$ cat config.mk
export PLATFORM = sky130hd
export DESIGN_NAME = lb_host_seq_flat
export DESIGN_NICKNAME = d
export VERILOG_FILES = /design/src/rtl/lb_host_seq_if.sv /design/src/rtl/lb_host_seq.sv /design/src/flat_wrapper.sv
export SDC_FILE = /design/constraint.sdc
export NUM_CORES = 1
export LEC_CHECK = 0
export CORE_ASPECT_RATIO = 0.8
export CORE_MARGIN = 2
export CORE_UTILIZATION = 30
export CTS_CLUSTER_SIZE = 24
export DETAILED_ROUTE_END_ITERATION = 8
export PLACE_DENSITY_LB_ADDON = 0.2
export SKIP_LAST_GASP = 1
export SYNTH_ARGS = -nofsm -noshare
export SYNTH_HDL_FRONTEND = slang
export SYNTH_SLANG_ARGS = --single-unit
$ cat constraint.sdc
create_clock -name clk -period 1.85 [get_ports clk]
set_input_delay 0.4625 -clock clk [delete_from_list [all_inputs] [get_ports clk]]
set_output_delay 0.4625 -clock clk [all_outputs]
set_load 0.1 [all_outputs]
$ cat src/rtl/lb_host_seq_if.sv
// Host sequencer request/response channels and localbus.
// master = sequencer, slave = request source plus responder.
interface lb_host_seq_if #(
  parameter int AW   = 24,
  parameter int DW   = 32,
  parameter int LENW = 8
);
  logic            req_valid;
  logic            req_ready;
  logic [AW-1:0]   req_addr;
  logic [DW-1:0]   req_wdata;
  logic            req_rnw;
  logic [LENW-1:0] req_len;
  logic            rsp_valid;
  logic            rsp_ready;
  logic [DW-1:0]   rsp_rdata;
  logic            rsp_last;
  logic [AW-1:0]   lb_addr;
  logic [DW-1:0]   lb_wdata;
  logic            lb_write;
  logic            lb_control_strobe;
  logic            lb_control_rd;
  logic [DW-1:0]   lb_rdata;
  logic            lb_rvalid;
  logic            busy;

  modport master (
    input  req_valid, req_addr, req_wdata, req_rnw, req_len,
    input  rsp_ready, lb_rdata,
    output req_ready, rsp_valid, rsp_rdata, rsp_last,
    output lb_addr, lb_wdata, lb_write, lb_control_strobe,
    output lb_control_rd, lb_rvalid, busy
  );

  modport slave (
    output req_valid, req_addr, req_wdata, req_rnw, req_len,
    output rsp_ready, lb_rdata,
    input  req_ready, rsp_valid, rsp_rdata, rsp_last,
    input  lb_addr, lb_wdata, lb_write, lb_control_strobe,
    input  lb_control_rd, lb_rvalid, busy
  );
endinterface

$ cat src/rtl/lb_host_seq.sv
// Localbus initiator: turns request/response handshakes into
// strobe/write/rd cycles, single beats or incrementing bursts.
module lb_host_seq #(
  parameter int AW         = 24,
  parameter int DW         = 32,
  parameter int READ_DELAY = 3,
  parameter int LENW       = 8
) (
  input logic           clk,
  input logic           rst_n,
  lb_host_seq_if.master bus
);
  localparam int CW = (READ_DELAY > 1) ? $clog2(READ_DELAY) : 1;

  typedef enum logic [2:0] {
    IDLE, STROBE, WAIT, RESP, WFILL
  } state_t;

  state_t          st_q, st_d;
  logic [CW-1:0]   dly_q, dly_d;
  logic [LENW-1:0] beats_q, beats_d;
  logic [AW-1:0]   addr_q, addr_d;
  logic [DW-1:0]   wdata_q, wdata_d;
  logic [DW-1:0]   rdata_q, rdata_d;
  logic            rdy_q, rdy_d;
  logic            vld_q, vld_d;
  logic            last_q, last_d;
  logic            stb_q, stb_d;
  logic            wr_q, wr_d;
  logic            rd_q, rd_d;
  logic            rv_q, rv_d;
  logic            busy_q, busy_d;

  // Next state and next registered outputs; strobe qualifiers
  // default low so they only ever accompany a strobe.
  always_comb begin
    st_d    = st_q;
    dly_d   = dly_q;
    beats_d = beats_q;
    addr_d  = addr_q;
    wdata_d = wdata_q;
    rdata_d = rdata_q;
    vld_d   = vld_q;
    last_d  = last_q;
    stb_d   = 1'b0;
    wr_d    = 1'b0;
    rd_d    = 1'b0;
    rv_d    = 1'b0;
    unique case (st_q)
      IDLE: begin
        if (bus.req_valid) begin
          addr_d  = bus.req_addr;
          wdata_d = bus.req_wdata;
          beats_d = bus.req_len;
          stb_d   = 1'b1;
          if (bus.req_rnw) begin
            st_d = STROBE;
            rd_d = 1'b1;
          end else begin
            st_d = WFILL;
            wr_d = 1'b1;
          end
        end
      end
      STROBE: begin
        st_d  = WAIT;
        dly_d = CW'(READ_DELAY - 1);
        rv_d  = (READ_DELAY == 1);
      end
      WAIT: begin
        if (dly_q == '0) begin
          st_d    = RESP;
          rdata_d = bus.lb_rdata;
          vld_d   = 1'b1;
          last_d  = (beats_q == '0);
        end else begin
          dly_d = dly_q - CW'(1);
          rv_d  = (dly_q == CW'(1));
        end
      end
      WFILL: begin
        if (beats_q == '0) begin
          st_d    = RESP;
          rdata_d = '0;
          vld_d   = 1'b1;
          last_d  = 1'b1;
        end else begin
          beats_d = beats_q - LENW'(1);
          addr_d  = addr_q + AW'(1);
          stb_d   = 1'b1;
          wr_d    = 1'b1;
        end
      end
      RESP: begin
        if (bus.rsp_ready) begin
          vld_d  = 1'b0;
          last_d = 1'b0;
          if (last_q) begin
            st_d = IDLE;
          end else begin
            st_d    = STROBE;
            beats_d = beats_q - LENW'(1);
            addr_d  = addr_q + AW'(1);
            stb_d   = 1'b1;
            rd_d    = 1'b1;
          end
        end
      end
      default: st_d = IDLE;
    endcase
    rdy_d  = (st_d == IDLE);
    busy_d = (st_d != IDLE);
  end

  // State, counters and every output are registered here.
  always_ff @(posedge clk or negedge rst_n) begin
    if (!rst_n) begin
      st_q    <= IDLE;
      dly_q   <= '0;
      beats_q <= '0;
      addr_q  <= '0;
      wdata_q <= '0;
      rdata_q <= '0;
      rdy_q   <= 1'b1;
      vld_q   <= 1'b0;
      last_q  <= 1'b0;
      stb_q   <= 1'b0;
      wr_q    <= 1'b0;
      rd_q    <= 1'b0;
      rv_q    <= 1'b0;
      busy_q  <= 1'b0;
    end else begin
      st_q    <= st_d;
      dly_q   <= dly_d;
      beats_q <= beats_d;
      addr_q  <= addr_d;
      wdata_q <= wdata_d;
      rdata_q <= rdata_d;
      rdy_q   <= rdy_d;
      vld_q   <= vld_d;
      last_q  <= last_d;
      stb_q   <= stb_d;
      wr_q    <= wr_d;
      rd_q    <= rd_d;
      rv_q    <= rv_d;
      busy_q  <= busy_d;
    end
  end

  assign bus.req_ready         = rdy_q;
  assign bus.rsp_valid         = vld_q;
  assign bus.rsp_rdata         = rdata_q;
  assign bus.rsp_last          = last_q;
  assign bus.lb_addr           = addr_q;
  assign bus.lb_wdata          = wdata_q;
  assign bus.lb_write          = wr_q;
  assign bus.lb_control_strobe = stb_q;
  assign bus.lb_control_rd     = rd_q;
  assign bus.lb_rvalid         = rv_q;
  assign bus.busy              = busy_q;
endmodule

$ cat src/flat_wrapper.sv
// flat-port wrapper written by rule: the top's interface ports become plain ports
module lb_host_seq_flat 
#(
  parameter int AW         = 24,
  parameter int DW         = 32,
  parameter int READ_DELAY = 3,
  parameter int LENW       = 8
)
  (clk, rst_n, bus_req_valid, bus_req_addr, bus_req_wdata, bus_req_rnw, bus_req_len, bus_rsp_ready, bus_lb_rdata, bus_req_ready, bus_rsp_valid, bus_rsp_rdata, bus_rsp_last, bus_lb_addr, bus_lb_wdata, bus_lb_write, bus_lb_control_strobe, bus_lb_control_rd, bus_lb_rvalid, bus_busy);
  lb_host_seq_if #(.AW(AW), .DW(DW), .LENW(LENW)) bus_i ();
  input logic clk;
  input logic rst_n;
  input wire logic [$bits(bus_i.req_valid)-1:0] bus_req_valid;
  input wire logic [$bits(bus_i.req_addr)-1:0] bus_req_addr;
  input wire logic [$bits(bus_i.req_wdata)-1:0] bus_req_wdata;
  input wire logic [$bits(bus_i.req_rnw)-1:0] bus_req_rnw;
  input wire logic [$bits(bus_i.req_len)-1:0] bus_req_len;
  input wire logic [$bits(bus_i.rsp_ready)-1:0] bus_rsp_ready;
  input wire logic [$bits(bus_i.lb_rdata)-1:0] bus_lb_rdata;
  output wire logic [$bits(bus_i.req_ready)-1:0] bus_req_ready;
  output wire logic [$bits(bus_i.rsp_valid)-1:0] bus_rsp_valid;
  output wire logic [$bits(bus_i.rsp_rdata)-1:0] bus_rsp_rdata;
  output wire logic [$bits(bus_i.rsp_last)-1:0] bus_rsp_last;
  output wire logic [$bits(bus_i.lb_addr)-1:0] bus_lb_addr;
  output wire logic [$bits(bus_i.lb_wdata)-1:0] bus_lb_wdata;
  output wire logic [$bits(bus_i.lb_write)-1:0] bus_lb_write;
  output wire logic [$bits(bus_i.lb_control_strobe)-1:0] bus_lb_control_strobe;
  output wire logic [$bits(bus_i.lb_control_rd)-1:0] bus_lb_control_rd;
  output wire logic [$bits(bus_i.lb_rvalid)-1:0] bus_lb_rvalid;
  output wire logic [$bits(bus_i.busy)-1:0] bus_busy;
  assign bus_i.req_valid = bus_req_valid;
  assign bus_i.req_addr = bus_req_addr;
  assign bus_i.req_wdata = bus_req_wdata;
  assign bus_i.req_rnw = bus_req_rnw;
  assign bus_i.req_len = bus_req_len;
  assign bus_i.rsp_ready = bus_rsp_ready;
  assign bus_i.lb_rdata = bus_lb_rdata;
  assign bus_req_ready = bus_i.req_ready;
  assign bus_rsp_valid = bus_i.rsp_valid;
  assign bus_rsp_rdata = bus_i.rsp_rdata;
  assign bus_rsp_last = bus_i.rsp_last;
  assign bus_lb_addr = bus_i.lb_addr;
  assign bus_lb_wdata = bus_i.lb_wdata;
  assign bus_lb_write = bus_i.lb_write;
  assign bus_lb_control_strobe = bus_i.lb_control_strobe;
  assign bus_lb_control_rd = bus_i.lb_control_rd;
  assign bus_lb_rvalid = bus_i.lb_rvalid;
  assign bus_busy = bus_i.busy;
  lb_host_seq #(.AW(AW), .DW(DW), .READ_DELAY(READ_DELAY), .LENW(LENW)) u_core (.clk(clk), .rst_n(rst_n), .bus(bus_i));
endmodule
==> results by stage <==
Run status:
- The run finished, with violations left.
- The final reports fail on negative setup slack.

Floorplanning:
- During I/O placement, the number of pins put on the boundary was 197.
- The die is 152 microns wide.
- The die footprint is 0.0187 sq mm.
- After floorplanning, the core was divided into 43 placement rows.
- From bottom edge to top edge, the die measures 123 microns.
- The region available for standard cell placement spans 0.0173 sq mm.
- The initial core utilization is 0.306.

Timing:
- The worst relative slew slack is 0.685.
- After routing, the total negative slack on setup checks comes to -0.0464 ns.
- The worst path setup slack after routing is -0.0464 ns.
- For the pin with the worst max-slew slack, the measured transition is 0.468 ns.
- The minimum clock period is 1.90 ns.
- The count of final hold-check violations was 0.
- Setup repair after global routing could not meet its margin everywhere.
- Derived from the worst setup path, the maximum achievable clock frequency is 527 MHz.
- The number of pins with negative max-slew slack in the final report was 0.
- In the finished design, the share of the clock period the worst path needs comes to 1.03.
- The final number of setup-violating endpoints is 1.
- The largest clock skew in the final design is 0.00766 ns.

Logic synthesis:
- The adder-cell area share of the yosys netlist is 0.00947.
- The number of synthesized flops with an enable pin is 0.
- Of the total synthesized cell area, the portion taken by AND, OR, NAND and NOR gates is 0.119.
- The cell count after synthesis is 475.
- In the post-synthesis netlist, the cell with the most instances is dfrtp_1.
- Of the post-synthesis cell area, the dominant cell type holds 0.511.
- After synthesis, the largest family of logic cells by area is compound AO/OA/AOI/OAI gates.
- Of the total synthesized cell area, the portion taken by XOR and XNOR cells is 0.
- Measured against the total synthesized area, the mux share comes to 0.0703.
- The number of warnings printed during yosys synthesis is 0.
- The post-synthesis sequential area ratio is 0.516.
- The prevailing post-synth register cell is dfrtp_1.
- The number of distinct standard cells referenced by the synthesized netlist is 68.
- The number of nets in the synthesized netlist is 580.
- The flip-flop and latch count after synthesis is 109.
- By area the synthesized netlist is led by dfrtp_1 51%, mux2_2 6.6%, a22o_1 5.5%.
- In this run the mean area of a mapped cell was 11.1 sq um.
- dfrtp_1 takes more of the synthesized area than any other cell.
- After synthesis, the most frequently instantiated cells are 108 x dfrtp_1, 33 x a22o_1, 31 x mux2_2.
- The share of the synthesized area in compound gates (AO/OA/AOI/OAI) was 0.237.
- For this run, asynchronously set or reset flops after synthesis account for 1.00.
- The mapped cell area is 0.00528 sq mm.

Placement:
- The placed cell count is 919.
- The post-detailed-placement half-perimeter wirelength is 13200 microns.
- After detailed placement, the total cell area comes to 0.00895 sq mm.
- Before CTS, the worst setup slack after placement is -0.481 ns.
- At the end of routability-driven placement, the weighted congestion stood at 0.884.
- The count of buffers from port buffering is 196.

Global route:
- Entering global routing, the biggest net connects 34 pins.
- The total routing usage reported by global routing is 0.191.
- The number of global-route vias before repair was 5255.
- The global route total overflow is 0.
- The first-pass GRT wire length is 28400 microns.
- The number of antenna violations at the first check in global routing came to 0.

Clock network:
- Counting the buffers created by CTS gives 9.
- Clock-pin slew was measured on the worst setup and hold paths at 0.07 ns.
- The count of clock tree sinks is 109.
- The clock latency of the later-clocked register in the worst-skew pair is 0.36 ns.
- The cell chosen for the clock root is clkbuf_16.
- Counting along the longest clock path gives a buffer depth of 2.
- The H-tree level count is 3.
- The TritonCTS clock tree is built.

Critical path:
- The signal on the critical path passes through buf_4, or4_4, or4_4, o31a_1, o22ai_1.
- The data required time at the worst endpoint is 2.13 ns.
- In this run the critical register-to-register path is captured at u_core.beats_q[7].
- On the critical path, the stage with the largest delay is an instance of or4_4.
- The nature of the critical path startpoint is a flip-flop.
- In this run the critical register-to-register path is launched from u_core.beats_q[1].
- The maximum net fanout on the critical path is 2.
- The length in cells of the worst reg-to-reg path is 5.
- The category of the critical setup timing path is flip-flop to flip-flop.
- The cell with the most instances on the worst path is or4_4.
- The data arrival time at the worst-slack endpoint is 2.17 ns.
- The setup slack of the most critical reg-to-reg path is -0.05 ns.
- STA classifies the critical path endpoint as a flip-flop.
- The maximum single-stage delay on the critical path is 0.47 ns.

Final layout:
- The signed area change from the synthesized netlist to the final layout is 82.8%.
- The share of final-layout standard cells stronger than drive strength 1 is 0.404.
- After the flow finishes, the layout carries non-filler instances totaling 953.
- For this run, the post-layout net count is 828.
- The number of antenna diodes in the final layout is 0.
- The post-route cell area is 0.00966 sq mm.
- The number of filler cells placed in the layout is 1430.

Routing:
- The number of antenna-violating nets in the routed design is 0.
- In the routed design, unresolved DRC markers number 0.
- Dividing the detail-routed wire length by the instance count gives 19.8 microns.
- The first detailed-routing pass took 5 iterations.
- The total length of routed wires is 18900 microns.
- The detail-routed via count per cell is 5.50.
- The vias after detailed routing is 5244.
- The number of DRC violations after detailed-routing iteration 0 is 406.

Job:
- Max-cap violations in this run came to 0.

Min path:
- The min-delay analysis places its worst path in the category primary input to async pin.
==> registers in the layout, summed over array words and instances (netlist names) <==
| signal | count |
|---|---|
| u_core.bus.lb_wdata | 32 |
| u_core.bus.rsp_rdata | 32 |
| u_core.bus.lb_addr | 24 |
| u_core.beats_q | 8 |
| u_core.st_q | 3 |
| u_core.dly_q | 2 |
| u_core.bus.busy | 1 |
| u_core.bus.lb_control_rd | 1 |
| u_core.bus.lb_control_strobe | 1 |
| u_core.bus.lb_rvalid | 1 |
| u_core.bus.lb_write | 1 |
| u_core.bus.req_ready | 1 |
| u_core.bus.rsp_last | 1 |
| u_core.bus.rsp_valid | 1 |
==> how the worst max path moves through the flow <==
stage / start / end / slack (ns) / cells past startpoint
finish: u_core.beats_q[1] / u_core.beats_q[7] / -0.05 / 5
global route: u_core.beats_q[1] / u_core.beats_q[7] / -0.10 / 5
CTS: u_core.beats_q[0] / u_core.bus.rsp_rdata[13] / -0.04 / 7
detailed placement: bus_req_valid / u_core.bus.lb_addr[23] / -0.48 / 6
global placement: bus_req_valid / u_core.bus.lb_addr[17] / -0.42 / 6
floorplan: u_core.beats_q[0] / u_core.bus.rsp_rdata[10] / -0.01 / 7
==> critical path: cells and delay by family, from the launching register on <==
kind / cells / cell delay [ns]
AOI/OAI and AO/OA: 2 / 0.37
buffers and inverters: 1 / 0.14
DFF: 1 / 0.39
and+or+nand+nor: 2 / 0.91
==> cell usage in the layout, fill, tap and decap left out, drive strengths merged, types with 17 or more instances in the layout <==
cell	instances
mux2	33
o21ai	17
nand3	18
a22o	33
buf	174
inv	21
dfrtp	108
a21oi	18
clkdlybuf4s50	98
o22ai	21
==> repair_timing <==
item,4_1_cts,5_1_grt
cloned,1,5
hold buffers,0,0
setup buffers,3,9
setup endpoints to repair,56,65
hold endpoints to repair,0,0
pin swaps,6,42
gates resized for setup,16,32
==> through the flow <==
step                 util  hold WS [ns]
floorplan               -         0.167
global placement    0.518         0.445
detailed placement  0.518         0.450
CTS                 0.540        0.0651
global route        0.559        0.0892
finish              0.559        0.0552
==> kinds of logic after synthesis <==
family,count (synthesis)
buffers and inverters,59
adders and majority gates,4
DFF,109
AOI/OAI and AO/OA,168
and+or+nand+nor,102
muxes,33
==> layout make-up <==
class / instances / area, sq um / area share
clock buffers: 11 / 243 / 0.0251
multi-input cells: 307 / 2530 / 0.262
inverters: 19 / 71.3 / 0.00739
flip-flops and latches: 109 / 2770 / 0.287
clock inverters: 5 / 42.5 / 0.00441
well taps: 225 / 282 / 0.0292
repair buffers: 277 / 3720 / 0.385
==> per-layer routing <==
metal  vias up  wire (microns)  track usage
met5         -               0            0
met4         0             382       0.0759
met3        34            1470       0.0494
met2       262            9150        0.305
met1      2595            7900        0.251
li1       2353               -            -
Power is not shown: default switching activity piles up to over one toggle a cycle in this logic, so the estimate is an artifact.
